`src/rtl/mipsfpga_tone_pkg.sv`:
```
// Shared types for the MIPSfpga buzzer note sequencer: FSM states, the queued
// note record and its field widths.
package mipsfpga_tone_pkg;

    localparam int HALF_US_W = 20;
    localparam int DUR_MS_W  = 12;

    typedef enum logic [2:0] {
        IDLE = 3'd0,
        LOAD = 3'd1,
        PLAY = 3'd2,
        GAP  = 3'd3,
        NEXT = 3'd4
    } tone_state_t;

    typedef struct packed {
        logic [HALF_US_W-1:0] half_us;
        logic [DUR_MS_W-1:0]  dur_ms;
    } tone_note_t;

endpackage

```
`src/rtl/mipsfpga_tone_fifo.sv`:
```
// Synchronous note FIFO with occupancy count and a flush that empties it in one
// cycle. A push while full is dropped, even when a pop happens in the same cycle.
module mipsfpga_tone_fifo
    import mipsfpga_tone_pkg::*;
#(
    parameter int DEPTH = 8
) (
    input  logic                   clk,
    input  logic                   resetn,
    input  logic                   push,
    input  logic                   pop,
    input  logic                   flush,
    input  tone_note_t             wr_data,
    output tone_note_t             rd_data,
    output logic [$clog2(DEPTH):0] count,
    output logic                   full,
    output logic                   empty
);

    localparam int AW = $clog2(DEPTH);
    localparam logic [AW:0] CNT_ONE  = (AW+1)'(1);
    localparam logic [AW:0] CNT_FULL = (AW+1)'(DEPTH);

    tone_note_t      mem_q [DEPTH];
    logic [AW-1:0]   wr_ptr_q, wr_ptr_d;
    logic [AW-1:0]   rd_ptr_q, rd_ptr_d;
    logic [AW:0]     count_q, count_d;
    logic            do_push, do_pop;

    assign full    = (count_q == CNT_FULL);
    assign empty   = (count_q == '0);
    assign count   = count_q;
    assign rd_data = mem_q[rd_ptr_q];

    // Flush wins over both ports so a write in the flush cycle is lost.
    assign do_push = push && !full && !flush;
    assign do_pop  = pop && !empty && !flush;

    always_comb begin
        wr_ptr_d = wr_ptr_q;
        rd_ptr_d = rd_ptr_q;
        count_d  = count_q;
        if (flush) begin
            wr_ptr_d = '0;
            rd_ptr_d = '0;
            count_d  = '0;
        end else begin
            if (do_push) wr_ptr_d = wr_ptr_q + AW'(1);
            if (do_pop)  rd_ptr_d = rd_ptr_q + AW'(1);
            if (do_push && !do_pop) begin
                count_d = count_q + CNT_ONE;
            end else if (!do_push && do_pop) begin
                count_d = count_q - CNT_ONE;
            end
        end
    end

    always_ff @(posedge clk or negedge resetn) begin
        if (!resetn) begin
            wr_ptr_q <= '0;
            rd_ptr_q <= '0;
            count_q  <= '0;
        end else begin
            wr_ptr_q <= wr_ptr_d;
            rd_ptr_q <= rd_ptr_d;
            count_q  <= count_d;
        end
    end

    always_ff @(posedge clk) begin
        if (do_push) mem_q[wr_ptr_q] <= wr_data;
    end

endmodule

```
`src/rtl/mipsfpga_ahb_tone_sequencer.sv`:
```
// Plays queued notes back-to-back on the buzzer's numMicros input.
// Define MIPSFPGA_TONE_GAP_EN to insert GAP_MS of silence after every note.
module mipsfpga_ahb_tone_sequencer
    import mipsfpga_tone_pkg::*;
#(
    parameter int DEPTH       = 8,
    parameter int TICK_CYCLES = 50000,
    parameter int GAP_MS      = 10
) (
    input  logic                   clk,
    input  logic                   resetn,
    input  logic                   wr_en,
    input  logic [HALF_US_W-1:0]   wr_half_us,
    input  logic [DUR_MS_W-1:0]    wr_dur_ms,
    input  logic                   flush,
    output logic [31:0]            num_micros,
    output logic                   full,
    output logic [$clog2(DEPTH):0] count,
    output logic                   busy,
    output logic                   done,
    output tone_state_t            dbg_state
);

    localparam int PW = $clog2(TICK_CYCLES);
    localparam logic [PW-1:0]       PRESC_MAX = PW'(TICK_CYCLES - 1);
    localparam logic [DUR_MS_W-1:0] MS_ONE    = DUR_MS_W'(1);
    localparam logic [DUR_MS_W-1:0] GAP_TICKS = DUR_MS_W'(GAP_MS);

    tone_state_t         state_q, state_d;
    tone_note_t          note_q, note_d;
    logic [DUR_MS_W-1:0] ms_left_q, ms_left_d;
    logic [PW-1:0]       presc_q, presc_d;
    logic [31:0]         num_micros_q, num_micros_d;
    logic                done_q, done_d;

    tone_note_t          fifo_rd;
    tone_note_t          fifo_wr;
    logic                fifo_pop;
    logic                fifo_empty;
    logic                tick;

    assign fifo_wr.half_us = wr_half_us;
    assign fifo_wr.dur_ms  = wr_dur_ms;

    mipsfpga_tone_fifo #(.DEPTH(DEPTH)) u_fifo (
        .clk     (clk),
        .resetn  (resetn),
        .push    (wr_en),
        .pop     (fifo_pop),
        .flush   (flush),
        .wr_data (fifo_wr),
        .rd_data (fifo_rd),
        .count   (count),
        .full    (full),
        .empty   (fifo_empty)
    );

    assign tick = (presc_q == PRESC_MAX);

    always_comb begin
        state_d      = state_q;
        note_d       = note_q;
        ms_left_d    = ms_left_q;
        presc_d      = presc_q;
        num_micros_d = num_micros_q;
        done_d       = 1'b0;
        fifo_pop     = 1'b0;
        if (flush) begin
            state_d      = IDLE;
            num_micros_d = '0;
            presc_d      = '0;
            ms_left_d    = '0;
        end else begin
            case (state_q)
                IDLE: begin
                    num_micros_d = '0;
                    if (!fifo_empty) begin
                        fifo_pop = 1'b1;
                        note_d   = fifo_rd;
                        state_d  = LOAD;
                    end
                end
                LOAD: begin
                    // Zero-duration notes are skipped without touching the output.
                    if (note_q.dur_ms == '0) begin
                        state_d = NEXT;
                    end else begin
                        num_micros_d = {{(32-HALF_US_W){1'b0}}, note_q.half_us};
                        ms_left_d    = note_q.dur_ms;
                        presc_d      = '0;
                        state_d      = PLAY;
                    end
                end
                PLAY: begin
                    presc_d = tick ? '0 : presc_q + PW'(1);
                    if (tick) begin
                        if (ms_left_q == MS_ONE) begin
                            // ms_left is reused as the silence countdown.
                            ms_left_d = GAP_TICKS;
`ifdef MIPSFPGA_TONE_GAP_EN
                            if (GAP_TICKS != '0) begin
                                num_micros_d = '0;
                                state_d      = GAP;
                            end else begin
                                state_d = NEXT;
                            end
`else
                            state_d = NEXT;
`endif
                        end else begin
                            ms_left_d = ms_left_q - MS_ONE;
                        end
                    end
                end
`ifdef MIPSFPGA_TONE_GAP_EN
                GAP: begin
                    num_micros_d = '0;
                    presc_d      = tick ? '0 : presc_q + PW'(1);
                    if (tick) begin
                        if (ms_left_q == MS_ONE) begin
                            ms_left_d = '0;
                            state_d   = NEXT;
                        end else begin
                            ms_left_d = ms_left_q - MS_ONE;
                        end
                    end
                end
`endif
                NEXT: begin
                    if (!fifo_empty) begin
                        fifo_pop = 1'b1;
                        note_d   = fifo_rd;
                        state_d  = LOAD;
                    end else begin
                        num_micros_d = '0;
                        done_d       = 1'b1;
                        state_d      = IDLE;
                    end
                end
                default: begin
                    num_micros_d = '0;
                    state_d      = IDLE;
                end
            endcase
        end
    end

    always_ff @(posedge clk or negedge resetn) begin
        if (!resetn) begin
            state_q      <= IDLE;
            note_q       <= '0;
            ms_left_q    <= '0;
            presc_q      <= '0;
            num_micros_q <= '0;
            done_q       <= 1'b0;
        end else begin
            state_q      <= state_d;
            note_q       <= note_d;
            ms_left_q    <= ms_left_d;
            presc_q      <= presc_d;
            num_micros_q <= num_micros_d;
            done_q       <= done_d;
        end
    end

    assign num_micros = num_micros_q;
    assign busy       = (state_q != IDLE);
    assign done       = done_q;
    assign dbg_state  = state_q;

endmodule

```
`config.mk`:
```
export PLATFORM = sky130hd
export DESIGN_NAME = mipsfpga_ahb_tone_sequencer
export DESIGN_NICKNAME = d
export VERILOG_FILES = /design/src/rtl/mipsfpga_tone_pkg.sv /design/src/rtl/mipsfpga_tone_fifo.sv /design/src/rtl/mipsfpga_ahb_tone_sequencer.sv
export SDC_FILE = /design/constraint.sdc
export NUM_CORES = 1
export LEC_CHECK = 0
export ABC_AREA = 0
export CAP_MARGIN = 20
export CORE_ASPECT_RATIO = 0.75
export CORE_MARGIN = 10
export CORE_UTILIZATION = 50
export CTS_CLUSTER_DIAMETER = 60
export DETAILED_ROUTE_END_ITERATION = 10
export GPL_TIMING_DRIVEN = 0
export PLACE_DENSITY_LB_ADDON = 0.3
export SETUP_SLACK_MARGIN = 0.15
export SLEW_MARGIN = 25
export SYNTH_ARGS = -nofsm -noshare
export SYNTH_HDL_FRONTEND = slang
export SYNTH_SLANG_ARGS = --single-unit
```
`constraint.sdc`:
```
create_clock -name clk -period 4.88 [get_ports clk]
set_clock_uncertainty 0.05 [all_clocks]
set_input_delay 0.732 -clock clk [delete_from_list [all_inputs] [get_ports clk]]
set_output_delay 0.732 -clock clk [all_outputs]
set_load 0.02 [all_outputs]
```
# [After elaboration in Yosys (flattened, before gate mapping)]
# Memories as Yosys holds them, arrays and structs flattened. A register that Yosys moved wholly into a read port is not among the register bits.
# Index checks and enable logic that the tools add are counted.
[classes] n_addsub=6 eq_ne=12 muxes=35 n_bitwise=2 n_reduce_logical=26
[op_table] cell="two-way mux 32 bit" count=3
[op_table] cell="case mux 32 bit (3 select lines)" count=1
[op_table] cell="two-way mux 12 bit" count=4
[op_table] cell="two-way mux 16 bit" count=3
[op_table] cell="case mux 16 bit (2 select lines)" count=1
[op_table] cell="two-way mux 3 bit" count=9
[op_table] cell="case mux 12 bit (2 select lines)" count=1
[op_table] cell="adder 16 x 1 -> 16 bit, second input constant" count=1
[op_table] cell="== test 16 bit, second input constant" count=1
[op_table] cell="!= test 3 bit, second input constant" count=5
[op_table] cell="== test 12 x 1 -> 1 bit, second input constant" count=1
[op_table] cell="logical NOT 12 bit" count=1
[op_table] cell="two-way mux 4 bit" count=3
[op_table] cell="case mux 3 bit (4 select lines)" count=1
[op_table] cell="AND reduction 3 bit" count=4
[op_table] cell="subtractor 12 x 1 -> 12 bit, second input constant" count=1
[op_table] cell="two-way mux 1 bit" count=9
[op_table] cell="nonzero test 3 bit" count=3
[op_table] cell="adder 3 x 1 -> 3 bit, second input constant" count=2
[op_table] cell="logical AND 1 bit" count=6
[op_table] cell="logical NOT 1 bit" count=6
[op_table] cell="adder 4 x 1 -> 4 bit, second input constant" count=1
[op_table] cell="== test 4 bit, second input constant" count=1
[op_table] cell="logical NOT 4 bit" count=1
[op_table] cell="10 further kinds" count=12
[totals] regBits=74 ramBits=256 in_bits=36 output_inout_bits=42 word_cells=90 mem_count=1
[mem_list] name="u_fifo.mem_q" words=8 word_bits=32 rd=1 rd_clocked_by_memory_dff=1 write_ports=1 line="mipsfpga_tone_fifo.sv:24" rtl="tone_note_t mem_q [DEPTH];"

# [Logic depth before layout (Yosys ltp)]
# Gate-level depths: netlist of the first run.
[depth] word_depth=10 mapped_depth=12 depth_no_buf=10

# [Cells and area by module]
# From an unflattened synthesis of the first run, not the netlist that was laid out.
[unflattened] hier_cells=836 hier_area_um2=14526.4
[by_module_without_submodules] mod="mipsfpga_tone_fifo" n_inst=1 cells_per_inst=452 area_each_um2=10327.4
[by_module_without_submodules] mod="mipsfpga_ahb_tone_sequencer" n_inst=1 cells_per_inst=384 area_each_um2=4199.0

# [Worst setup path after synthesis of the first run]
# OpenSTA, ideal clock, no wires.
[synth_path] path_type="reg2reg" startpoint="register u_fifo.count_q[3], in the netlist u_fifo.count[3]" endpoint="memory u_fifo.mem_q[0][0] in the netlist's numbering, enable pin" setup_time_ps=461 arrival_time_ps=3435 required_ps=4369 slack_ps=934 path_stages_with_launch=5 n_path_buf=0 path_cell_list="dfrtp_1 -> or4b_2 -> nand2_2 -> or3_1 -> nor3_1"
[synth_via] elab_chain_cells=6
[synth_lines] element="from (decl)" line="mipsfpga_tone_fifo.sv:27" rtl="logic [AW:0] count_q, count_d;"
[synth_lines] element="from (signal assigned)" line="mipsfpga_tone_fifo.sv:66" rtl="count_q <= count_d;"
[synth_lines] element="== test 4 bit" line="mipsfpga_tone_fifo.sv:30" rtl="assign full = (count_q == CNT_FULL);"
[synth_lines] element="logical NOT 1 bit" line="mipsfpga_tone_fifo.sv:36" rtl="assign do_push = push && !full && !flush;"
[synth_lines] element="logical AND 1 bit (2 in a row)" line="mipsfpga_tone_fifo.sv:36"
[synth_lines] element="two-way mux 1 bit" line="mipsfpga_tone_fifo.sv:71" rtl="if (do_push) mem_q[wr_ptr_q] <= wr_data;"
[synth_lines] element="two-way mux 1 bit (not written as such)" line="mipsfpga_tone_fifo.sv:71"
[synth_lines] element="to (decl)" line="mipsfpga_tone_fifo.sv:24"
# No other way between the ends.

# [Final worst setup path of the first run]
[layout_path] startpoint="register u_fifo.count_q[1], in the netlist u_fifo.count[1]" endpoint="register u_fifo.count_q[3], in the netlist u_fifo.count[3]"
[layout_via] elab_chain_cells=10
[layout_lines] element="logical NOT 4 bit" line="mipsfpga_tone_fifo.sv:31" rtl="assign empty = (count_q == '0);"
[layout_lines] element="two-way mux 1 bit" line="mipsfpga_ahb_tone_sequencer.sv:77, mipsfpga_ahb_tone_sequencer.sv:130"
[layout_lines] element="two-way mux 1 bit"
[layout_lines] element="two-way mux 1 bit" line="mipsfpga_ahb_tone_sequencer.sv:68" rtl="if (flush) begin"
[layout_lines] element="logical AND 1 bit (2 in a row)" line="mipsfpga_tone_fifo.sv:37" rtl="assign do_pop = pop && !empty && !flush;"
[layout_lines] element="logical NOT 1 bit" line="mipsfpga_tone_fifo.sv:50" rtl="if (do_push && !do_pop) begin"
[layout_lines] element="logical AND 1 bit" line="mipsfpga_tone_fifo.sv:50"
[layout_lines] element="two-way mux 4 bit" line="mipsfpga_tone_fifo.sv:50"
[layout_lines] element="two-way mux 4 bit" line="mipsfpga_tone_fifo.sv:43" rtl="if (flush) begin"
# Parallel ways exist; a longest one is shown, timed or not. The select of a mux whose other input is x is not followed.
# A chain may end at the register's enable or synchronous reset.

==> results of run 1 <==
-- registers in the layout, indices dropped and copies added, names as in the netlist --
name             count
note_q              32
dbg_state            3
u_fifo.rd_ptr_q      3
u_fifo.wr_ptr_q      3
num_micros          20
presc_q             16
u_fifo.mem_q       256
ms_left_q           12
u_fifo.count         4
done                 1
-- cells in the final DEF (no fill, tap or decap), types with 22 or more instances in the layout --
cell type        instances
mux4_2                  64
buf_4                   22
clkbuf_1                31
dfrtp_1                 94
o21ai_0                 62
clkbuf_16               37
nor2_1                  31
edfxtp_1               256
mux2i_1                 55
nand2_1                107
clkdlybuf4s50_1         64
-- cells by family (layout without fill, tap and decap cells) --
kind of cell,after synthesis,after routing,synth area share
xor gates and xnor gates,10,10,0.00665
adders and majority gates,8,8,0.00753
DFF,350,350,0.702
buffers and inverters,71,216,0.0242
other,1,14,0.000262
AOI/OAI and AO/OA,105,105,0.0460
muxes,119,119,0.139
and+or+nand+nor,220,220,0.0737
-- routing by layer --
metal,vias to the layer above,track usage,share of wire
met5,-,0,0.00029
met1,4048,0.249,0.44
li1,3635,-,-
met4,2,0.0339,0.013
met3,35,0.0456,0.085
met2,266,0.256,0.46
-- worst paths after layout --
path	end	slack (ps)
min in group clk	note_q[21]	430
hold reg to reg	note_q[21]	430
max in group asynchronous	note_q[18]	4090
hold / removal	ms_left_q[11]	100
setup / recovery	u_fifo.count[3]	1560
setup reg to reg	u_fifo.count[3]	1560
-- final cells by class --
class | instances | area (µm²)
clock buffer | 52 | 1010
antenna | 2 | 5.00
sequential | 350 | 10000
fill | 2154 | 11200
timing repair buffer | 81 | 901
buffer | 55 | 287
inverter | 16 | 60.1
tap | 385 | 482
clock inverter | 12 | 103
multi-input combinational | 474 | 4010
-- report_power, final --
group / total (mW) / internal (mW) / switching [mW]
registers: 3.71 / 3.49 / 0.212
logic: 2.35 / 1.03 / 1.32
clock network: 2.59 / 1.50 / 1.09
-- through the flow --
step | TNS, ps | instances | worst slack, ps | utilization | area [µm²]
finish | 0 | 1427 | 1560 | 0.601 | 16900
global route | 0 | 1425 | 1270 | 0.601 | 16900
CTS | 0 | 1425 | 1520 | 0.601 | 16900
detailed placement | 0 | 1361 | 1280 | 0.561 | 15800
global placement | -218870 | 1345 | -1980 | 0.550 | 15500
floorplan | 0 | 895 | 934 | - | 14300
==> insert_results.sql, run 1 <==
INSERT INTO impl_metrics (metric_group, metric, value, unit) VALUES
('floorplan', 'die_area', '35800', 'µm²'),
('timing', 'timing.final.crit_period', '3320', 'ps'),
('place', 'gp_congestion', '0.836', ''),
('drt', 'vias_per_inst', '5.60', ''),
('logic_synthesis', 'synth.largest_area_cell', 'edfxtp_1', ''),
('drt', 'antenna_left', '0', ''),
('worst_setup_path', 'setup.worst_path.start', 'u_fifo.count[1]', ''),
('timing', 'max_slew_margin', '0.332', ''),
('logic_synthesis', 'yosys.area.top_type_share', '0.538', ''),
('clock_network', 'worst_skew_pair.late_latency', '520', 'ps'),
('worst_setup_path', 'cpMaxStageDelayCell', 'nor4_1', ''),
('logic_synthesis', 'netlist-cell-type-count', '57', ''),
('drt', 'detail_route.first_pass.iterations', '5', ''),
('logic_synthesis', 'postSynth.asyncResetShare', '0.269', ''),
('floorplan', 'die_width', '215', 'µm'),
('logic_synthesis', 'commonest_cells_in_the_synthesized_netlist', '256 x edfxtp_1, 107 x nand2_1, 94 x dfrtp_1, 64 x mux4_2, 62 x o21ai_0', ''),
('clock_network', 'cts_tree', 'built', ''),
('power_and_ir_drop', 'power.density', '512', 'nW/µm²'),
('logic_synthesis', 'synthCells', '884', ''),
('drt', 'detailed_route_wire_length_per_cell', '21.4', 'µm'),
('timing', 'post-route-period-util', '0.680', ''),
('worst_setup_path', 'timing.critical_path.max_delay_family', 'simple AND/OR/NAND/NOR gates', ''),
('floorplan', 'boundaryPins', '78', ''),
('logic_synthesis', 'synth.top_cells.by_area', 'edfxtp_1 54%, dfrtp_1 16%, mux4_2 10%', ''),
('timing', 'worstMarginPinSlew', '1000', 'ps'),
('worst_setup_path', 'critical_path_arrival', '3660', 'ps'),
('clock_network', 'cts_inserted_buffers', '35', ''),
('timing', 'final_count_of_hold_timing_violations', '0', ''),
('worst_setup_path', 'critical-path-max-stage-delay', '690', 'ps'),
('clock_network', 'cts_root_buf', 'clkbuf_16', ''),
('clock_network', 'cts_num_sinks', '350', ''),
('power_and_ir_drop', 'totalPowerFinal', '8.65', 'mW'),
('logic_synthesis', 'synth.avg_cell_area', '16.2', 'µm²'),
('clock_network', 'cts.htree.levels', '2', ''),
('logic_synthesis', 'synth_sequential_area_ratio', '0.702', ''),
('grt', 'initial_antenna_violation_count', '3', ''),
('run', 'cap_viol_max_count', '0', ''),
('place', 'dp_hpwl', '20500', 'µm'),
('clock_network', 'cts_setup_buffers', '0', ''),
('floorplan', 'die_h', '166', 'µm'),
('drt', 'drc', '0', ''),
('clock_network', 'path_clk_slew', '60', 'ps'),
('logic_synthesis', 'synth-seq-cells', '350', ''),
('worst_setup_path', 'worstPathRequired', '5220', 'ps'),
('grt', 'grt-ovfl-total', '0', ''),
('clock_network', 'postCtsResizedCells', '0', ''),
('finish', 'layout-area-overhead-vs-synth', '18.2', '%'),
('worst_hold_path', 'hold_path_class', 'input port to asynchronous set/reset pin', ''),
('floorplan', 'number_of_cell_rows', '53', ''),
('timing', 'setup_repair_after_global_routing_missed_its_margin', 'false', ''),
('run_status', 'run_status', 'finished clean', ''),
('logic_synthesis', 'yosys_warnings', '0', ''),
('worst_setup_path', 'startpoint_type', 'flop', ''),
('logic_synthesis', 'synth.most_common_cell', 'edfxtp_1', ''),
('grt', 'number_of_global_route_vias_before_repair', '7983', ''),
('power_and_ir_drop', 'cell_leakage_power', '5.88', 'nW'),
('drt', 'route.final.wire_length', '30500', 'µm'),
('grt', 'grt_first_pass_wirelength', '48200', 'µm'),
('logic_synthesis', 'synth_edf_count', '256', ''),
('worst_setup_path', 'cp_common_cell', 'buf_2', ''),
('finish', 'nets', '1057', ''),
('worst_setup_path', 'critPathKind', 'flop to flop', ''),
('grt', 'globalRouteTotalUtil', '0.171', ''),
('clock_network', 'cts_max_path_buffers', '3', ''),
('logic_synthesis', 'synth_area', '14300', 'µm²'),
('drt', 'drt_first_iter_violations', '743', ''),
('worst_setup_path', 'ff2ff_path_depth', '11', ''),
('worst_setup_path', 'r2r_start', 'u_fifo.count[1]', ''),
('timing', 'report.final.setup_viol', '0', ''),
('place', 'portBuffers', '65', ''),
('worst_setup_path', 'critPathCaptureType', 'flop', '');
(Power assumes the default switching activity.)
==> inputs of run 2 (changes only) <==
- clock period: 4.88 -> 2.73 ns (I/O delays scaled with it)
==> run 2 against run 1 <==
Global-route usage rose by 0.37 points. Sequential cell count unchanged. Non-clock buffer count increased by 18. Total power up 83%. Sequential share of layout area decreased by 1.3 points. Setup slack got worse by 1400 ps. Wire length grew 3.5%. Worst hold slack improved by 240 ps. Clock-buffer cell count fell by 3. Combinational power up 88%. Core utilization is 1.4 points higher. Sequential power grew 79%.
==> insert_results.sql, run 2 (synthesized netlist as in run 1, its figures left out) <==
INSERT INTO impl_metrics (metric_group, metric, value, unit) VALUES
('worst_setup_path', 'cpMaxStageDelayCell', 'or4b_4', ''),
('finish', 'registers.top_by_ff_count', 'u_fifo.mem_q', ''),
('drt', 'antenna_left', '0', ''),
('place', 'dp_hpwl', '21000', 'µm'),
('timing', 'worstMarginPinSlew', '947', 'ps'),
('clock_network', 'cts_inserted_buffers', '34', ''),
('clock_network', 'cts_root_buf', 'clkbuf_16', ''),
('floorplan', 'boundaryPins', '78', ''),
('finish', 'fill_cells', '2111', ''),
('timing', 'post-route-period-util', '0.929', ''),
('worst_setup_path', 'critical-path-max-stage-delay', '530', 'ps'),
('finish', 'drive_above_1_share', '0.204', ''),
('grt', 'grt_first_pass_wirelength', '48600', 'µm'),
('run', 'cap_viol_max_count', '0', ''),
('worst_setup_path', 'worstPathCellList', 'buf_4, or4b_4, nand2_4, nor2_1, nand2_2, ha_1, a21o_1, a21oi_2, nor3_1, o21ai_1, o31ai_1', ''),
('floorplan', 'die_h', '166', 'µm'),
('grt', 'number_of_global_route_vias_before_repair', '7950', ''),
('power_and_ir_drop', 'power.share.switching', '0.305', ''),
('worst_setup_path', 'critical_path_arrival', '2880', 'ps'),
('worst_setup_path', 'r2r_setup_slack', '190', 'ps'),
('power_and_ir_drop', 'internal_power', '11.0', 'mW'),
('power_and_ir_drop', 'power_frac_seq', '0.420', ''),
('drt', 'detail_route.first_pass.iterations', '5', ''),
('power_and_ir_drop', 'share_comb_of_total_power', '0.279', ''),
('grt', 'grt_max_degree', '49', ''),
('clock_network', 'worst_skew_pair.late_latency', '530', 'ps'),
('finish', 'multi_input_comb_area', '4060', 'µm²'),
('floorplan', 'floorplan.initialDensity', '0.508', ''),
('worst_setup_path', 'critPathKind', 'flop to flop', ''),
('power_and_ir_drop', 'totalPowerFinal', '15.8', 'mW'),
('drt', 'drt_first_iter_violations', '825', ''),
('floorplan', 'die_width', '215', 'µm'),
('timing', 'max_slew_margin', '0.369', ''),
('clock_network', 'cts.htree.levels', '2', ''),
('clock_network', 'cts_max_path_buffers', '3', ''),
('worst_setup_path', 'rr_endpoint', 'u_fifo.count[3]', ''),
('grt', 'initial_antenna_violation_count', '4', ''),
('worst_setup_path', 'worstPathRequired', '3080', 'ps'),
('worst_hold_path', 'hold_path_class', 'input port to asynchronous set/reset pin', ''),
('grt', 'grt-ovfl-total', '0', ''),
('clock_network', 'cts_num_sinks', '350', ''),
('power_and_ir_drop', 'power.density', '914', 'nW/µm²'),
('timing', 'totalNegativeSetupSlack', '0', 'ps'),
('drt', 'route.final.wire_length', '31600', 'µm'),
('place', 'gp_congestion', '0.847', ''),
('clock_network', 'path_clk_slew', '60', 'ps'),
('timing', 'final.setup.worst_slack', '193', 'ps'),
('finish', 'area_occupied_by_registers', '10000', 'µm²'),
('finish', 'layout-area-overhead-vs-synth', '20.9', '%'),
('place', 'place_ws', '-722', 'ps'),
('floorplan', 'number_of_cell_rows', '53', ''),
('finish', 'nets', '1074', ''),
('worst_setup_path', 'critical_path.n_buffers_inverters', '1', ''),
('finish', 'layout.cells.most_common', 'edfxtp_1', ''),
('clock_network', 'cts_tree', 'built', ''),
('worst_setup_path', 'startpoint_type', 'flop', ''),
('worst_setup_path', 'timing.critical_path.max_delay_family', 'simple AND/OR/NAND/NOR gates', ''),
('timing', 'timing.final.crit_period', '2540', 'ps'),
('timing', 'max_freq', '0.394', 'GHz'),
('floorplan', 'die_area', '35800', 'µm²'),
('grt', 'globalRouteTotalUtil', '0.175', ''),
('timing', 'report.final.setup_viol', '0', ''),
('finish', 'number_of_flip_flops_under_the_largest_register_name', '256', ''),
('timing', 'setup_repair_after_global_routing_missed_its_margin', 'true', ''),
('drt', 'dr_total_vias', '8073', ''),
('timing', 'final_count_of_hold_timing_violations', '0', ''),
('finish', 'most-common-layout-cells', '256 x edfxtp_1, 106 x nand2_1, 92 x dfrtp_1', ''),
('floorplan', 'core_area', '28100', 'µm²'),
('place', 'portBuffers', '65', ''),
('worst_setup_path', 'critPathCaptureType', 'flop', ''),
('timing', 'hold_ws', '338', 'ps'),
('power_and_ir_drop', 'clock_power_share', '0.301', ''),
('worst_setup_path', 'crit_fanout', '7', ''),
('power_and_ir_drop', 'power_switching', '4.82', 'mW'),
('drt', 'vias_per_inst', '5.60', ''),
('worst_setup_path', 'r2r_start', 'u_fifo.count[2]', ''),
('run_status', 'run_status', 'finished clean', ''),
('power_and_ir_drop', 'ir_drop', '0.716', 'mV'),
('worst_setup_path', 'ff2ff_path_depth', '11', ''),
('drt', 'drc', '0', ''),
('drt', 'detailed_route_wire_length_per_cell', '21.9', 'µm'),
('timing', 'final-max-slew-violation-count', '0', ''),
('power_and_ir_drop', 'cell_leakage_power', '6.06', 'nW');
## run 2: cell types whose count changed in the layout (fill, tap and decap cells not counted), moves of 3 or more
| cell | delta |
|---|---|
| buf_4 | +8 |
| buf_16 | +5 |
| buf_8 | +5 |
| clkbuf_1 | -4 |
| buf_2 | -3 |
## run 2: worst reg2reg max path: cells and delay by family, from the launching register on
family                   cells  cell delay (ps)
buffers and inverters        1              150
flip-flops                   1              440
adder cells (fa/ha/maj)      1              230
AND/OR/NAND/NOR              5              960
AO/OA/AOI/OAI                4              580
## run 2: layer usage
metal | GRT usage | routed length [µm]
met3 | 0.0418 | 2280
met4 | 0.0452 | 530
met1 | 0.252 | 14100
met5 | 0 | 25
met2 | 0.262 | 14700
## run 2: area by class of cell
class                           instances  share of cell area
Timing Repair Buffer                   99              0.0681
Clock inverter                         12             0.00992
Antenna cell                            2            0.000290
Tap cell                              385              0.0279
Multi-Input combinational cell        474               0.235
Clock buffer                           49              0.0557
Sequential cell                       350               0.581
Buffer                                 55              0.0183
Inverter                               16             0.00348
## run 2: metrics by stage
step | utilization | area (µm²) | cells
after global routing | 0.614 | 17300 | 1440
after CTS | 0.608 | 17100 | 1427
after detailed placement | 0.564 | 15900 | 1360
final | 0.614 | 17300 | 1442
after global placement | 0.551 | 15500 | 1345
after floorplan | - | 14400 | 895
## run 2: how the worst max path moves through the flow
stage,startpoint,to,slack (ps),depth (start not counted)
3_5_place_dp,u_fifo.count[1],u_fifo.count[3],-720,11
5_1_grt,u_fifo.count[0],u_fifo.count[3],60,11
4_1_cts,u_fifo.count[2],u_fifo.count[3],150,11
2_1_floorplan,u_fifo.count[3],u_fifo.mem_q[2][0],-360,4
3_3_place_gp,resetn,num_micros[7],-2580,1
6_report,u_fifo.count[2],u_fifo.count[3],190,11
## run 2: power by group through the flow
stage / logic (mW) / clock network, mW / registers (mW)
after floorplan: 2.89 / 0 / 6.70
after global placement: 4.12 / 0 / 6.70
after detailed placement: 4.25 / 0 / 6.72
after CTS: 4.40 / 4.84 / 6.63
after global routing: 4.81 / 5.04 / 6.69
final: 4.41 / 4.75 / 6.63
## run 2: timing repair
item | in CTS | in global routing
endpoints found under the setup margin | 107 | 100
gates cloned | 0 | 0
hold buffers | 1 | 0
endpoints found under the hold margin | 46 | 0
resized for setup | 18 | 6
pin swaps | 1 | 7
setup buffers | 5 | 13
==> inputs of run 3 (changes only) <==
- REMOVE_ABC_BUFFERS: unset -> 1
==> run 3 against run 2 <==
Critical path depth is 4 lower. Non-clock buffer count is 44 lower. Register-to-register slack better by 20 ps. Wire length is 3.9% lower. Sequential share of layout area is 0.44 points higher. Fmax is 0.78% higher. Clock-buffer cell count is 2 lower. Highest routed layer is now met4.
==> insert_results.sql, run 3 (synthesized netlist as in run 1, its figures left out) <==
INSERT INTO impl_metrics (metric_group, metric, value, unit) VALUES
('place', 'portBuffers', '65', ''),
('drt', 'detailed_route_wire_length_per_cell', '21.7', 'µm'),
('finish', 'most-common-layout-cells', '256 x edfxtp_1, 107 x nand2_1, 87 x dfrtp_1', ''),
('finish', 'number_of_flip_flops_under_the_largest_register_name', '256', ''),
('clock_network', 'cts_num_sinks', '350', ''),
('timing', 'max_freq', '0.397', 'GHz'),
('clock_network', 'cts_tree', 'built', ''),
('timing', 'final_count_of_hold_timing_violations', '0', ''),
('power_and_ir_drop', 'internal_power', '11.0', 'mW'),
('clock_network', 'cts.htree.levels', '2', ''),
('finish', 'registers.top_by_ff_count', 'u_fifo.mem_q', ''),
('clock_network', 'cts_max_path_buffers', '3', ''),
('finish', 'finalCoreUtilization', '0.611', ''),
('worst_setup_path', 'ff2ff_path_depth', '7', ''),
('timing', 'max_slew_margin', '0.538', ''),
('drt', 'detail_route.first_pass.iterations', '7', ''),
('timing', 'post-route-period-util', '0.922', ''),
('power_and_ir_drop', 'power_frac_seq', '0.432', ''),
('floorplan', 'die_h', '166', 'µm'),
('worst_setup_path', 'critPathKind', 'flop to flop', ''),
('worst_setup_path', 'worstPathRequired', '2900', 'ps'),
('drt', 'route.final.wire_length', '30400', 'µm'),
('clock_network', 'path_clk_slew', '60', 'ps'),
('place', 'placed_area', '15800', 'µm²'),
('floorplan', 'core_area', '28100', 'µm²'),
('finish', 'drive_above_1_share', '0.204', ''),
('drt', 'wl_met2', '14700', 'µm'),
('worst_hold_path', 'hold_path_class', 'input port to asynchronous set/reset pin', ''),
('timing', 'timing.final.crit_period', '2520', 'ps'),
('grt', 'grt_max_degree', '60', ''),
('finish', 'post_layout_nonfiller_instances', '1400', ''),
('grt', 'globalRouteTotalUtil', '0.170', ''),
('run', 'cap_viol_max_count', '0', ''),
('timing', 'report.final.setup_viol', '0', ''),
('worst_setup_path', 'critical_path_arrival', '2690', 'ps'),
('drt', 'dr_total_vias', '7944', ''),
('timing', 'worstMarginPinSlew', '692', 'ps'),
('run_status', 'run_status', 'finished clean', ''),
('power_and_ir_drop', 'totalPowerFinal', '15.7', 'mW'),
('grt', 'grt_first_pass_wirelength', '48100', 'µm'),
('place', 'gp_congestion', '0.827', ''),
('drt', 'wl_met3', '1780', 'µm'),
('power_and_ir_drop', 'share_comb_of_total_power', '0.265', ''),
('grt', 'grt-ovfl-total', '0', ''),
('drt', 'drt_first_iter_violations', '585', ''),
('clock_network', 'cts_root_buf', 'clkbuf_16', ''),
('floorplan', 'number_of_cell_rows', '53', ''),
('drt', 'met1Wirelength', '13500', 'µm'),
('floorplan', 'die_area', '35800', 'µm²'),
('worst_setup_path', 'critPathCaptureType', 'flop', ''),
('place', 'place_ws', '-1220', 'ps'),
('timing', 'setup_repair_after_global_routing_missed_its_margin', 'true', ''),
('finish', 'nets', '1031', ''),
('timing', 'final-max-slew-violation-count', '0', ''),
('drt', 'antenna_left', '0', ''),
('place', 'placed_cells', '1317', ''),
('floorplan', 'boundaryPins', '78', ''),
('power_and_ir_drop', 'clock_power_share', '0.303', ''),
('clock_network', 'cts_inserted_buffers', '35', ''),
('drt', 'top_layer_used', 'met4', ''),
('clock_network', 'worst_skew_pair.late_latency', '530', 'ps'),
('place', 'dp_hpwl', '18500', 'µm'),
('floorplan', 'floorplan.initialDensity', '0.508', ''),
('finish', 'finalInstanceArea', '17200', 'µm²'),
('worst_setup_path', 'startpoint_type', 'flop', ''),
('finish', 'layout-area-overhead-vs-synth', '20.1', '%'),
('drt', 'vias_per_inst', '5.67', ''),
('drt', 'drc', '0', ''),
('power_and_ir_drop', 'power_switching', '4.68', 'mW'),
('grt', 'initial_antenna_violation_count', '1', ''),
('grt', 'number_of_global_route_vias_before_repair', '8192', ''),
('finish', 'layout.cells.most_common', 'edfxtp_1', ''),
('floorplan', 'die_width', '215', 'µm'),
('timing', 'final.setup.worst_slack', '213', 'ps'),
('power_and_ir_drop', 'cell_leakage_power', '5.95', 'nW'),
('power_and_ir_drop', 'power.share.switching', '0.298', ''),
('power_and_ir_drop', 'power.density', '915', 'nW/µm²'),
('power_and_ir_drop', 'ir_drop', '0.508', 'mV'),
('finish', 'fill_cells', '2077', ''),
('worst_setup_path', 'crit_fanout', '7', '');
## run 3: worst paths after layout
kind	start	end	slack, ps
min in group clk	note_q[27]	note_q[27]	430
worst min register to register	note_q[27]	note_q[27]	430
worst min-delay path	resetn	num_micros[16]	320
worst max-delay path	u_fifo.count[3]	u_fifo.mem_q[0][1]	210
worst max register to register	u_fifo.count[3]	u_fifo.mem_q[0][1]	210
max in group asynchronous	resetn	u_fifo.rd_ptr_q[2]	1660
## run 3: layer usage
layer / vias up / global-route usage
li1: 3582 / -
met1: 4108 / 0.237
met2: 222 / 0.271
met3: 32 / 0.0337
met4: 0 / 0.0428
met5: - / 0
## run 3: metrics by stage
step	TNS [ps]	hold slack (ps)
CTS	0	314
floorplan	-172770	63.9
global placement	-1205100	410
finish	0	318
detailed placement	-163080	299
global route	0	365
## run 3: power groups by stage
stage               Clock [mW]  Combinational (mW)  Sequential, mW
global route              5.10                4.56            6.85
CTS                       4.86                4.17            6.77
detailed placement           0                4.11            6.86
floorplan                    0                2.56            6.98
global placement             0                3.60            7.14
finish                    4.76                4.16            6.79
## run 3: layout make-up
cell class,instances,area [µm²],area share
Tap cell,385,482,0.0281
Clock buffer,47,962,0.0560
Timing Repair Buffer,110,1320,0.0767
Inverter,16,65.1,0.00379
Clock inverter,17,180,0.0105
Sequential cell,350,10100,0.586
Antenna cell,1,2.50,0.000146
Multi-Input combinational cell,474,4110,0.239
## run 3: timing repair
| action | in CTS | in global routing |
|---|---|---|
| gates resized for setup | 12 | 9 |
| buffers inserted | 2 | 15 |
| hold endpoints to repair | 35 | 0 |
| hold buffers | 1 | 0 |
| pin swaps | 1 | 4 |
| setup endpoints to repair | 197 | 37 |
## run 3: critical path: stages, from the launching register on
cell,delay (ps)
dfrtp_1,450
or4b_4,280
nand2_4,90
or3_1,500
nor3_4,250
buf_4,220
buf_6,170
buf_4,190
